--- src/rtl/stream_ser_pkg.sv ---
`default_nettype none
// ============================================================================
//  Module   : stream_ser_pkg
//  Purpose  : Shared types and helpers for the wide-to-narrow stream
//             serializer (FSM state encoding, effective length decode).
//  Ports    : none (package)
//  Revision : 1.0  initial release
// ============================================================================
package stream_ser_pkg;

    // Serializer control state: IDLE means the ACTIVE slot is empty.
    typedef enum logic [0:0] {
        IDLE   = 1'b0,
        STREAM = 1'b1
    } ser_state_t;

    // A length field of zero encodes a full frame of num_words words.
    function automatic int unsigned eff_len(input int unsigned len,
                                            input int unsigned num_words);
        return (len == 0) ? num_words : len;
    endfunction

endpackage
`default_nettype wire

--- src/rtl/ser_frame_slot.sv ---
`default_nettype none
// ============================================================================
//  Module   : ser_frame_slot
//  Purpose  : One frame storage slot holding {data, len, msb_first} and an
//             occupancy flag. The data field can be rewritten in place so the
//             same slot works as a shift register.
//  Ports    : clk, reset_n          clock / synchronous active-low reset
//             i_load                capture i_data/i_len/i_msb_first, set valid
//             i_clear               drop occupancy (data kept)
//             i_shift               replace data with i_shift_data
//             o_data/o_len/o_msb_first/o_valid   stored contents
//  Revision : 1.0  initial release
// ============================================================================
module ser_frame_slot #(
    parameter int DATA_W = 256,
    parameter int LEN_W  = 4
) (
    input  logic              clk,
    input  logic              reset_n,
    input  logic              i_load,
    input  logic              i_clear,
    input  logic              i_shift,
    input  logic [DATA_W-1:0] i_data,
    input  logic [LEN_W-1:0]  i_len,
    input  logic              i_msb_first,
    input  logic [DATA_W-1:0] i_shift_data,
    output logic [DATA_W-1:0] o_data,
    output logic [LEN_W-1:0]  o_len,
    output logic              o_msb_first,
    output logic              o_valid
);

    logic [DATA_W-1:0] r_data;
    logic [LEN_W-1:0]  r_len;
    logic              r_msb_first;
    logic              r_valid;

    // Load wins over clear/shift: a slot emptying and refilling on the same
    // edge must end up holding the new frame.
    always_ff @(posedge clk) begin
        if (!reset_n) begin
            r_data      <= '0;
            r_len       <= '0;
            r_msb_first <= 1'b0;
            r_valid     <= 1'b0;
        end else if (i_load) begin
            r_data      <= i_data;
            r_len       <= i_len;
            r_msb_first <= i_msb_first;
            r_valid     <= 1'b1;
        end else begin
            if (i_clear) begin
                r_valid <= 1'b0;
            end
            if (i_shift) begin
                r_data <= i_shift_data;
            end
        end
    end

    assign o_data      = r_data;
    assign o_len       = r_len;
    assign o_msb_first = r_msb_first;
    assign o_valid     = r_valid;

endmodule
`default_nettype wire

--- src/rtl/stream_serializer.sv ---
`default_nettype none
// ============================================================================
//  Module   : stream_serializer
//  Purpose  : Wide-to-narrow serializer with valid/ready on both sides.
//             IN_WIDTH frames are emitted as OUT_WIDTH words, per-frame word
//             count and order, with a two-deep (ACTIVE + HOLD) frame buffer
//             so consecutive frames stream without a bubble.
//  Ports    : clk, reset_n                    clock / sync active-low reset
//             in_valid, in_ready, in_data, in_len, in_msb_first   frame input
//             out_data, out_valid, out_ready, out_last            word output
//             frame_done                     pulse after final-word handshake
//             busy                           ACTIVE or HOLD occupied
//  Revision : 1.0  initial release
// ============================================================================
module stream_serializer
    import stream_ser_pkg::*;
#(
    parameter int IN_WIDTH  = 256,
    parameter int OUT_WIDTH = 16
) (
    input  logic                                       clk,
    input  logic                                       reset_n,
    input  logic                                       in_valid,
    output logic                                       in_ready,
    input  logic [IN_WIDTH-1:0]                        in_data,
    input  logic [$clog2(IN_WIDTH/OUT_WIDTH)-1:0]      in_len,
    input  logic                                       in_msb_first,
    output logic [OUT_WIDTH-1:0]                       out_data,
    output logic                                       out_valid,
    input  logic                                       out_ready,
    output logic                                       out_last,
    output logic                                       frame_done,
    output logic                                       busy
);

    localparam int NUM_WORDS = IN_WIDTH / OUT_WIDTH;
    localparam int CNT_W     = $clog2(NUM_WORDS);

    // ------------------------------------------------------------------
    // Declarations
    // ------------------------------------------------------------------
    ser_state_t          r_state;
    ser_state_t          w_state_next;

    logic [IN_WIDTH-1:0] w_act_data;
    logic [CNT_W-1:0]    w_act_len;
    logic                w_act_msb;
    logic                w_act_valid;

    logic [IN_WIDTH-1:0] w_hold_data;
    logic [CNT_W-1:0]    w_hold_len;
    logic                w_hold_msb;
    logic                w_hold_valid;

    logic [IN_WIDTH-1:0] w_act_src_data;
    logic [CNT_W-1:0]    w_act_src_len;
    logic                w_act_src_msb;
    logic [IN_WIDTH-1:0] w_act_shifted;

    logic [CNT_W:0]      r_cnt;
    logic [CNT_W:0]      w_eff_len;
    logic [CNT_W:0]      w_last_idx;

    logic                r_in_ready;
    logic                r_frame_done;

    logic                w_accept;
    logic                w_fire;
    logic                w_final;
    logic                w_act_free;
    logic                w_act_load;
    logic                w_act_clear;
    logic                w_act_shift;
    logic                w_hold_load;
    logic                w_hold_clear;
    logic                w_hold_valid_next;

    // ------------------------------------------------------------------
    // Handshake events
    // ------------------------------------------------------------------
    assign w_accept   = in_valid & r_in_ready;
    assign w_fire     = out_valid & out_ready;
    assign w_final    = w_fire & out_last;
    assign w_act_free = ~w_act_valid | w_final;

    // in_ready mirrors !HOLD occupancy, so an accept never coincides with a
    // full HOLD; a new frame goes straight to ACTIVE whenever it is free.
    assign w_hold_load  = w_accept & ~w_act_free;
    assign w_hold_clear = w_final & w_hold_valid;
    assign w_act_load   = w_hold_clear | (w_accept & w_act_free);
    assign w_act_clear  = w_final & ~w_act_load;
    // The final word never shifts so out_data keeps its last value when idle.
    assign w_act_shift  = w_fire & ~out_last;

    assign w_hold_valid_next = w_hold_load | (w_hold_valid & ~w_hold_clear);

    // ACTIVE refills from HOLD when one is waiting, else from the input port.
    assign w_act_src_data = w_hold_valid ? w_hold_data : in_data;
    assign w_act_src_len  = w_hold_valid ? w_hold_len  : in_len;
    assign w_act_src_msb  = w_hold_valid ? w_hold_msb  : in_msb_first;

    // The current word always sits at the end the frame starts from.
    assign w_act_shifted = w_act_msb ? (w_act_data << OUT_WIDTH)
                                     : (w_act_data >> OUT_WIDTH);

    // ------------------------------------------------------------------
    // Frame slots
    // ------------------------------------------------------------------
    ser_frame_slot #(
        .DATA_W (IN_WIDTH),
        .LEN_W  (CNT_W)
    ) u_active_slot (
        .clk          (clk),
        .reset_n      (reset_n),
        .i_load       (w_act_load),
        .i_clear      (w_act_clear),
        .i_shift      (w_act_shift),
        .i_data       (w_act_src_data),
        .i_len        (w_act_src_len),
        .i_msb_first  (w_act_src_msb),
        .i_shift_data (w_act_shifted),
        .o_data       (w_act_data),
        .o_len        (w_act_len),
        .o_msb_first  (w_act_msb),
        .o_valid      (w_act_valid)
    );

    ser_frame_slot #(
        .DATA_W (IN_WIDTH),
        .LEN_W  (CNT_W)
    ) u_hold_slot (
        .clk          (clk),
        .reset_n      (reset_n),
        .i_load       (w_hold_load),
        .i_clear      (w_hold_clear),
        .i_shift      (1'b0),
        .i_data       (in_data),
        .i_len        (in_len),
        .i_msb_first  (in_msb_first),
        .i_shift_data ({IN_WIDTH{1'b0}}),
        .o_data       (w_hold_data),
        .o_len        (w_hold_len),
        .o_msb_first  (w_hold_msb),
        .o_valid      (w_hold_valid)
    );

    // ------------------------------------------------------------------
    // Word counter: index of the word currently presented
    // ------------------------------------------------------------------
    assign w_eff_len  = (CNT_W+1)'(eff_len(32'(w_act_len), NUM_WORDS));
    assign w_last_idx = w_eff_len - (CNT_W+1)'(1);

    always_ff @(posedge clk) begin
        if (!reset_n) begin
            r_cnt <= '0;
        end else if (w_act_load) begin
            r_cnt <= '0;
        end else if (w_act_shift) begin
            r_cnt <= r_cnt + (CNT_W+1)'(1);
        end
    end

    // ------------------------------------------------------------------
    // FSM: state register
    // ------------------------------------------------------------------
    always_ff @(posedge clk) begin
        if (!reset_n) begin
            r_state <= IDLE;
        end else begin
            r_state <= w_state_next;
        end
    end

    // ------------------------------------------------------------------
    // FSM: next-state logic
    // ------------------------------------------------------------------
    always_comb begin
        w_state_next = r_state;
        case (r_state)
            IDLE: begin
                if (w_accept) begin
                    w_state_next = STREAM;
                end
            end
            STREAM: begin
                if (w_final && !w_hold_valid && !w_accept) begin
                    w_state_next = IDLE;
                end
            end
            default: w_state_next = IDLE;
        endcase
    end

    // ------------------------------------------------------------------
    // FSM: outputs
    // ------------------------------------------------------------------
    always_comb begin
        out_valid = 1'b0;
        out_last  = 1'b0;
        busy      = w_hold_valid;
        if (r_state == STREAM) begin
            out_valid = 1'b1;
            out_last  = (r_cnt == w_last_idx);
            busy      = 1'b1;
        end
    end

    assign out_data = w_act_msb ? w_act_data[IN_WIDTH-1 -: OUT_WIDTH]
                                : w_act_data[OUT_WIDTH-1:0];

    // ------------------------------------------------------------------
    // Registered status outputs
    // ------------------------------------------------------------------
    always_ff @(posedge clk) begin
        if (!reset_n) begin
            r_in_ready   <= 1'b1;
            r_frame_done <= 1'b0;
        end else begin
            r_in_ready   <= ~w_hold_valid_next;
            r_frame_done <= w_final;
        end
    end

    assign in_ready   = r_in_ready;
    assign frame_done = r_frame_done;

endmodule
`default_nettype wire
--- config.mk ---
export PLATFORM = sky130hd
export DESIGN_NAME = stream_serializer
export DESIGN_NICKNAME = d
export VERILOG_FILES = /design/src/rtl/stream_ser_pkg.sv /design/src/rtl/ser_frame_slot.sv /design/src/rtl/stream_serializer.sv
export SDC_FILE = /design/constraint.sdc
export NUM_CORES = 1
export LEC_CHECK = 0
export BUFFER_PORTS_ARGS = -buffer_cell sky130_fd_sc_hd__buf_2
export CORE_UTILIZATION = 30
export CTS_CLUSTER_SIZE = 30
export DETAILED_ROUTE_END_ITERATION = 7
export SYNTH_ARGS = -nofsm -noshare
export SYNTH_HDL_FRONTEND = slang
export SYNTH_SLANG_ARGS = --single-unit
--- constraint.sdc ---
create_clock -name clk -period 3.3 [get_ports clk]
set_input_delay 0.495 -clock clk [delete_from_list [all_inputs] [get_ports clk]]
set_output_delay 0.495 -clock clk [all_outputs]
set_load 0.01 [all_outputs]
==> run summary <==
The run finished with clean final reports. Clock-pin slew was measured on the worst setup and hold paths at 0.06 ns. For the normalized max-slew margin, the log shows 0.326.

Fill cells in the final layout number 9,179. Measured along the x axis, the die boundary spans 304 um. Setup repair after global routing left no endpoint under its margin. The vias per cell works out to 5.56. Clock skew on the completed layout was measured at 0.0209 ns. The first global-routing pass estimated 149 mm of wire.

For this design, the CTS-stage hold fixing added 0 buffers. The detailed router finished its first iteration with 2,121 violations. The final-report max-slew violation count was 0.

The slowest stage of the critical path belongs to the cell or4_4. For this design the ratio of total power to cell area is 543 mW/mm2. In the final timing run, aggregate negative setup slack is 0 ns.

Clock tree synthesis inserted a total of 59 buffers. The logs give 0 for the final hold violation count and 0.0274 mm2 for the post-synthesis instance area. After the last flow step, the layout net total stands at 3,365. In the synthesized netlist, the number of instances is 2,962. Average instance area after synthesis: 9.25 um2. The logs give 0.208 for the aggregate global-route resource usage and 0.361 for the final core utilization.

In the routed design, unresolved DRC markers number 0. Synthesis produced a netlist with a net count of 3,230. For the worst-skew pair, the clock arrives at the later sink with an insertion delay of 0.64 ns. Global routing finished with a remaining overflow of 0. The share of flip-flops with an asynchronous set or reset was 0; the wire length per cell after detailed routing was 23.3 um. The detail route stage leaves a number of antenna-violating nets equal to 0. The capturing element type of the critical path was a flip-flop. For the number of sinks on the clock net, the log shows 532.

In this run the static leakage power is 0.0114 uW. The layout cell share with drive strength beyond 1 was 0.203; the height of the die was 304 um. The fraction of the yosys area taken by sequential cells is 0.389, and the number of antenna violations at the first check in global routing is 44. At the pin with the least slew margin, the transition time is 1.01 ns. The fraction of synthesized cell area taken by the top area cell type was 0.389; the estimated wirelength of the detail-placed design was 68.6 mm. The delay of the slowest cell on the worst path was 0.60 ns; the highest clock rate was 309 MHz.

Unique cell type count in the Yosys netlist: 47. The final wirelength is 101 mm. Of all nets on the critical path, the largest fanout is 60. The logs give 5 for the number of optimization iterations in the first detailed-route pass and 0.304 for the initial core utilization. The cell total after placement is 4,208. The final number of setup-violating endpoints was 0. The die covers 0.0926 mm2. At the worst endpoint, the arrival time is 3.74 ns. The clock tree synthesis step divided the H-tree into 2 levels. In the post-synthesis netlist, the biggest area contributors are dfxtp_1 (39%), mux2i_1 (18%), a211oi_1 (6.3%). The worst-case IR drop observed on VDD is 0.000421 V. The commonest cells after synthesis are dfxtp_1 (532), mux2i_1 (505), nor2_1 (270), nand2_1 (263), clkbuf_1 (241).

Sort of element at the start of the critical path: a flip-flop. The maximum number of pins on one net before global-route repair is 190, and the core area is 0.0903 mm2. The count of buffers inserted at the top-level ports was 285.

The largest area contributor in the netlist is dfxtp_1. The longest clock path from root to sink contains 3 buffers. The most frequent cell after synthesis was dfxtp_1. Yosys printed 0 warnings.

The detailed router placed 24,044 vias in this run. The start-to-end type of the worst setup path was reg2reg. The critical path goes through inv_1 -> ha_1 -> xnor2_1 -> o31a_1 -> a2111o_1 -> or4_4 -> buf_12 -> buf_4 -> a221oi_1 -> a211oi_1.

The cell family contributing the most delay on the critical path is compound AO/OA/AOI/OAI gates. The tools report the clock root buffer master as clkbuf_16. The flop-to-flop setup slack was 0.06 ns; the summed area of non-filler cells in the final layout was 0.0326 mm2.

The number of enable-type register cells in the synthesized netlist was 0; the max capacitance violation total was 0. The number of buffer and inverter stages on the critical path works out to 3. For this run, the leading register cell type out of synthesis is dfxtp_1. The placed instances occupy a cell area of 0.0304 mm2. The part of the cycle the worst path needs was 0.981. TritonCTS built the clock tree.

The routed design could run at a clock period as short as 3.24 ns. The finished layout holds 4,327 standard cells, fillers aside. After synthesis the netlist holds a flip-flop and latch count of 532.

Row generation in the floorplan step produced 110 rows. The count of pins on the block boundary is 286. The worst hold path belongs to the class in2reg. STA puts the critical path data required time at 3.80 ns. Compared with the post-synthesis result, the final layout area differs by 19.1%.

Global placer's final weighted congestion: 0.864. The tools report the via count of the first global-routing pass as 22,390.
==> registers in the layout (all words and copies together), names as in the netlist <==
name and flops:
frame_done 1, in_ready 1, r_cnt 5, r_state 1, u_active_slot.o_data 256, u_active_slot.o_len 4
u_active_slot.o_msb_first 1, u_active_slot.o_valid 1, u_hold_slot.o_data 256, u_hold_slot.o_len 4, u_hold_slot.o_msb_first 1, u_hold_slot.o_valid 1
==> through the flow <==
stage	setup WS (ns)	total power [uW]	hold slack, ns
2_1_floorplan	0.332	9450	0.449
3_3_place_gp	0.0959	10600	0.472
3_5_place_dp	0.0883	10600	0.479
4_1_cts	0.0661	17800	0.0685
5_1_grt	0.00845	18400	0.0891
6_report	0.0616	17700	0.105
==> layout make-up <==
class | count | area, um2 | area share
sequential | 532 | 10700 | 0.327
clock inverter | 20 | 274 | 0.00840
tap | 1176 | 1470 | 0.0451
inverter | 35 | 139 | 0.00426
timing repair buffer | 401 | 2920 | 0.0894
antenna | 8 | 20.0 | 0.000613
multi-input combinational | 2068 | 15300 | 0.470
clock buffer | 87 | 1830 | 0.0560
==> cell families (layout without fill, tap and decap cells) <==
logic type / count (synthesis) / in the layout / share of synthesized area
and+or+nand+nor: 783 / 783 / 0.131
AOI/OAI and AO/OA: 753 / 753 / 0.230
DFF: 532 / 532 / 0.389
muxes: 521 / 521 / 0.191
buffers and inverters: 362 / 543 / 0.0549
xor gates and xnor gates: 8 / 8 / 0.00256
adders and majority gates: 3 / 3 / 0.00137
other: 0 / 8 / 0
==> repair_timing <==
| action | in CTS | in global routing |
|---|---|---|
| endpoints found under the setup margin | 1 | 221 |
| setup buffers | 1 | 3 |
| pin swaps | 1 | 1 |
| resized for setup | 0 | 10 |
==> layer usage <==
layer	part of all wire	global-route usage
met2	0.45	0.323
met4	0.025	0.0578
met1	0.45	0.282
met3	0.075	0.0550
met5	0.0038	0
==> final timing paths <==
kind | to | depth (start not counted) | from
worst min-delay path | u_hold_slot.o_data[140] | 3 | in_data[140]
worst min register to register | u_hold_slot.o_data[39] | 2 | u_hold_slot.o_data[39]
worst max-delay path | u_active_slot.o_data[212] | 10 | u_active_slot.o_len[1]
worst max register to register | u_active_slot.o_data[212] | 10 | u_active_slot.o_len[1]
==> worst reg2reg max path, stage by stage (launching register included) <==
cell and delay [ns]:
dfxtp_1 0.37, inv_1 0.10, ha_1 0.25, xnor2_1 0.14
o31a_1 0.25, a2111o_1 0.41, or4_4 0.60, buf_12 0.21
buf_4 0.41, a221oi_1 0.28, a211oi_1 0.09
==> cell usage in the layout (no fill, tap or decap), types with 63 or more instances in the layout <==
cell	instances
dfxtp_1	529
mux2i_1	505
buf_2	285
nor2_1	268
nand2_1	263
nor2b_1	229
a211oi_1	228
o22ai_1	224
a221oi_1	124
a221oi_2	102
clkbuf_16	63
buf_4	63
==> where the power goes <==
group | internal [uW] | switching [uW]
Sequential | 6920 | 627
Combinational | 1350 | 1660
Clock | 4290 | 2880
Total | 12600 | 5160
(Power assumes the default switching activity.)
